$ cat src/rtl/alu_serial_addsub_ctrl.sv
// alu_serial_addsub_ctrl: byte-serial add/subtract sequencer with OF/SF/CF/ZF flags
module alu_serial_addsub_ctrl #(
  parameter int WIDTH  = 32,
  parameter int NBYTES = WIDTH / 8
) (
  input  logic             clk,
  input  logic             rst,
  input  logic             start,
  input  logic             sub,
  input  logic [WIDTH-1:0] x,
  input  logic [WIDTH-1:0] y,
  output logic             busy,
  output logic             done,
  output logic [WIDTH-1:0] f,
  output logic             cout,
  output logic             OF,
  output logic             SF,
  output logic             CF,
  output logic             ZF
);
  localparam int IW = NBYTES > 1 ? $clog2(NBYTES) : 1;
  localparam logic [IW-1:0] LAST = IW'(NBYTES - 1);
  typedef enum logic [1:0] {IDLE, RUN, DONE} state_t;
  state_t state;
  logic [WIDTH-1:0] xr, yr, acc, res;
  logic             subr, carry;
  logic [IW-1:0]    idx;
  logic [7:0]       xb, yb;
  logic [8:0]       sum;
  always_comb begin
    xb  = xr[8*idx +: 8];
    yb  = subr ? ~yr[8*idx +: 8] : yr[8*idx +: 8];
    sum = {1'b0, xb} + {1'b0, yb} + {8'd0, carry};
    res = acc;
    res[8*idx +: 8] = sum[7:0];
  end
  always_ff @(posedge clk) begin
    if (rst) begin
      state <= IDLE;
      {busy, done, cout, OF, SF, CF, ZF, subr, carry} <= '0;
      {f, xr, yr, acc} <= '0;
      idx <= '0;
    end else begin
      case (state)
        IDLE, DONE: begin
          done <= 1'b0;
          if (start) begin
            xr    <= x;
            yr    <= y;
            subr  <= sub;
            carry <= sub;
            idx   <= '0;
            busy  <= 1'b1;
            state <= RUN;
          end else begin
            state <= IDLE;
          end
        end
        RUN: begin
          acc   <= res;
          carry <= sum[8];
          idx   <= idx + IW'(1);
          if (idx == LAST) begin
            state <= DONE;
            busy  <= 1'b0;
            done  <= 1'b1;
            f     <= res;
            cout  <= sum[8];
            CF    <= sum[8] ^ subr;
            SF    <= res[WIDTH-1];
            ZF    <= res == '0;
            OF    <= (~xr[WIDTH-1] & ~yb[7] & res[WIDTH-1]) | (xr[WIDTH-1] & yb[7] & ~res[WIDTH-1]);
          end
        end
        default: state <= IDLE;
      endcase
    end
  end
endmodule

$ cat config.mk
export PLATFORM = sky130hd
export DESIGN_NAME = alu_serial_addsub_ctrl
export DESIGN_NICKNAME = d
export VERILOG_FILES = /design/src/rtl/alu_serial_addsub_ctrl.sv
export SDC_FILE = /design/constraint.sdc
export NUM_CORES = 1
export LEC_CHECK = 0
export ABC_CLOCK_PERIOD_IN_PS = 3850
export CORE_MARGIN = 2
export CORE_UTILIZATION = 48
export CTS_CLUSTER_DIAMETER = 200
export DETAILED_ROUTE_END_ITERATION = 8
export PLACE_DENSITY_LB_ADDON = 0.08
export SYNTH_ARGS = -nofsm -noshare
export SYNTH_HDL_FRONTEND = slang
export SYNTH_SLANG_ARGS = --single-unit
$ cat constraint.sdc
create_clock -name clk -period 3.85 [get_ports clk]
set_clock_uncertainty 0.15 [all_clocks]
set_input_delay 0.77 -clock clk [delete_from_list [all_inputs] [get_ports clk]]
set_output_delay 0.77 -clock clk [all_outputs]
set_load 0.005 [all_outputs]
==> results.md <==
Layout:
- The final instance area is 0.00805 mm².
- The finished layout holds 1006 standard cells, fillers aside.
- The net total in the final layout is 904.
- The proportion of layout cells with a drive suffix above 1 is 8.75%.
- Fill cells in the final layout number 1073.
- The area added between synthesis and finish is 28.3%.
- The utilization after layout is 63.5%.
- The number of antenna diodes in the final layout is 0.

STA:
- Derived from the worst setup path, the maximum achievable clock frequency is 279 MHz.
- Across all setup checks in the final design, the least slack found is 0.268 ns.
- The worst slack on hold paths is 0.303 ns.
- Setup repair after global routing left no endpoint under its margin.
- The final-report max-slew violation count was 0.
- Measured against its own limit, the worst slew margin works out to 20.8%.
- The slew at the pin closest to its max-slew limit is 1.19 ns.
- Subtracting the final worst setup slack from the clock period gives 3.58 ns.
- The setup TNS is 0 ns.
- The final count of hold timing violations was 0.
- Setup violations remaining at the end of the flow were counted as 0.
- The part of the cycle the worst path needs is 93.0%.

GRT:
- The met3 layer usage reported by global route is 6.27%.
- The first-pass GRT wire length is 26500 µm.
- The largest net degree at the start of global routing is 79.
- In the global route stage, met1 resource usage came out at 28.2%.
- The global routing's busiest layer is met2.
- In the global route stage, met2 resource usage came out at 39.9%.
- Global routing used 23.8% of the available tracks.
- For this run the aggregate overflow at the end of global routing stands at 0.
- The number of antenna violations at the first check in global routing is 0.
- The via count of the first global-routing pass came to 5412.

Routing:
- The overall via count from detail_route is 5571.
- The remaining antenna violation count after routing is 0.
- In the final routed layout, each cell accounts on average for 16.3 µm.
- The total DRC errors in the routed layout is 0.
- The detailed-route vias per instance is 5.54.
- The pre-antenna-repair detailed-routing pass consisted of 5 iterations.
- The number of DRC markers in iteration 0 is 422.
- Summed over all layers, the routed wires come to 16400 µm.

Power:
- Cell internal power was estimated by the tool at 2.74 mW.
- The power after layout is 3.77 mW.
- The analysis attributes to cell leakage a power of 2.93 nW.
- The portion of total power attributed to sequential cells is 41.8%.
- The worst IR drop on VDD is 0.000361 V.
- The analysis attributes to net switching a power of 1.03 mW.
- Net switching is 27.2% of the power.
- The power per cell area is 468 mW/mm².
- Combinational logic burns 16.1% of the power.
- The power share of the clock group is 42.1%.

Placement:
- Summing all placed instances gives a cell area of 0.00747 mm².
- The number of buffer cells added on primary ports is 106.
- The routability-driven placement congestion ratio is 0.983.
- The worst-case setup slack after placement is 0.189 ns.
- After detailed placement, the design holds a cell count of 974.
- The total half-perimeter wirelength after legalization and detailed placement is 11500 µm.

CTS:
- The count of buffers added by post-CTS timing repair for setup is 0.
- The count of clock tree sinks is 140.
- Clock-pin slew was measured on the worst setup and hold paths at 0.06 ns.
- The buffer depth of the longest clock path is 2.
- The clock tree from TritonCTS is built.
- Clock tree synthesis selected as its root buffer the cell clkbuf_16.
- The total CTS buffers is 17.
- For the worst-skew pair, the clock arrives at the later sink with an insertion delay of 0.42 ns.
- The H-tree generated during clock tree synthesis spans 4 levels.

Yosys:
- The most instantiated flip-flop cell in the synthesis netlist is dfxtp_1.
- The number of warnings issued by yosys is 0.
- The synthesized netlist devotes 19.4% of its cell area to compound gates.
- The cell count after synthesis came out at 740.
- After synthesis, the share of cell area in mux cells is 6.22%.
- The number of flops mapped to enable cells by yosys is 0.
- The area share of and/or/nand/nor cells after synthesis is 20.0%.
- The mean cell area of the mapped netlist is 8.48 µm².
- After synthesis, the largest area contributor takes up 44.7% of total cell area.
- The synthesized design spends more area on one cell type than any other, namely dfxtp_1.
- The post-synthesis cell area is 0.00627 mm².
- The dominant combinational cell family by area after synthesis is simple AND/OR/NAND/NOR gates.
- The post-synth net total is 823.
- The sequential fraction of the synthesis area is 44.7%.
- Yosys attributes the largest share of cell area to dfxtp_1 45%, nand2_1 8.3%, a211oi_1 7.2%.
- The post-synthesis adder-cell area fraction is 3.23%.
- The share of flip-flops with an asynchronous set or reset after synthesis is 0%.
- dfxtp_1 is the most common cell in the netlist.
- The xor/xnor share of the synthesized area is 1.95%.
- The register bit count reported by yosys is 140.
- Counting instances in the post-synthesis netlist gives the leading cell types as 140 x dfxtp_1, 138 x nand2_1, 94 x nor2_1.
- The count of cell types in the netlist is 50.

Floorplan:
- The initial standard-cell utilization of the core is 49.5%.
- In this run the horizontal extent of the chip is 118 µm.
- After floorplanning, the core was sized to cover 0.0127 mm².
- The floorplan has 41 rows.
- 107 I/O pins were placed.
- The overall die area is 0.0140 mm².
- The die is 118 µm tall.

Min path:
- The type of the most critical hold path is reg -> reg.

Worst setup path:
- For flop-to-flop paths, the worst setup slack is 0.27 ns.
- Data on the critical path arrives at its endpoint at 3.76 ns.
- The type of the worst setup path is reg -> reg.
- Of all nets on the critical path, the largest fanout is 9.
- Data on the critical path is required at its endpoint by 4.03 ns.
- The kind of launch point of the worst setup path is a flop.
- The element type at the critical path end is a flop.

Run:
- The max-cap check violation count is 0.

Run status:
- The run finished with clean final reports.
## critical path, stage by stage, from the launching register on
cell      delay [ns]
dfxtp_1         0.50
buf_4           0.24
buf_4           0.21
mux4_2          0.51
ha_1            0.28
or3_1           0.39
o22a_1          0.22
mux2i_1         0.16
a221oi_2        0.44
nand3_1         0.13
a311oi_1        0.25
## cell usage in the layout, fill, tap and decap left out, types with 8 or more instances in the layout
cell	instances
o21ai_0	8
clkdlybuf4s50_1	105
mux4_2	16
nor2b_1	10
ha_1	13
clkbuf_16	17
nand2_1	138
inv_1	11
xor2_1	9
nor3_1	8
a22oi_1	15
dfxtp_1	140
nor2_1	93
a21oi_1	90
a211oi_1	60
buf_4	14
## what timing repair did
action | in CTS | in global routing
gates resized for setup | 0 | 1
hold buffers | 0 | 0
setup endpoints to repair | 0 | 5
## layout make-up
class	instances	area (µm²)	area share [%]
clock inverters	14	145	1.80
repair buffers	121	1200	14.9
inverters	12	45.0	0.559
clock buffers	18	429	5.33
multi-input cells	529	3220	40.0
flip-flops and latches	140	2800	34.8
well taps	172	215	2.67
## final timing paths
kind	from	to	cells after the start
worst max register to register	idx[1]	OF	10
worst max-delay path	idx[1]	OF	10
worst min register to register	yr[16]	yr[16]	2
worst min-delay path	yr[16]	yr[16]	2
## metal layers
metal  up-vias  part of all wire (%)  wire length [µm]
met1      2598                    42              6850
met4         0                   3.1               503
met2       172                    50              8100
li1       2760                     -                 -
met5         -                     0                 0
met3        41                   5.5               903
## cell families after synthesis
| kind of cell | after synthesis |
|---|---|
| and+or+nand+nor | 289 |
| muxes | 19 |
| buffers and inverters | 71 |
| DFF | 140 |
| AOI/OAI and AO/OA | 192 |
| adders and majority gates | 15 |
| xor gates and xnor gates | 14 |
## power groups by stage
stage | logic (mW) | registers (mW) | clock network [mW]
6_report | 0.605 | 1.58 | 1.59
5_1_grt | 0.664 | 1.58 | 1.66
4_1_cts | 0.598 | 1.57 | 1.61
3_5_place_dp | 0.593 | 1.60 | 0
3_3_place_gp | 0.580 | 1.60 | 0
2_1_floorplan | 0.396 | 1.59 | 0
## sequential cells by signal, summed over array words and instances (netlist names)
register / count
subr: 1
cout: 1
busy: 1
acc: 32
OF: 1
ZF: 1
state: 2
done: 1
carry: 1
yr: 32
idx: 2
CF: 1
f: 32
xr: 32
Note: power is estimated with default switching activity, not from simulation.
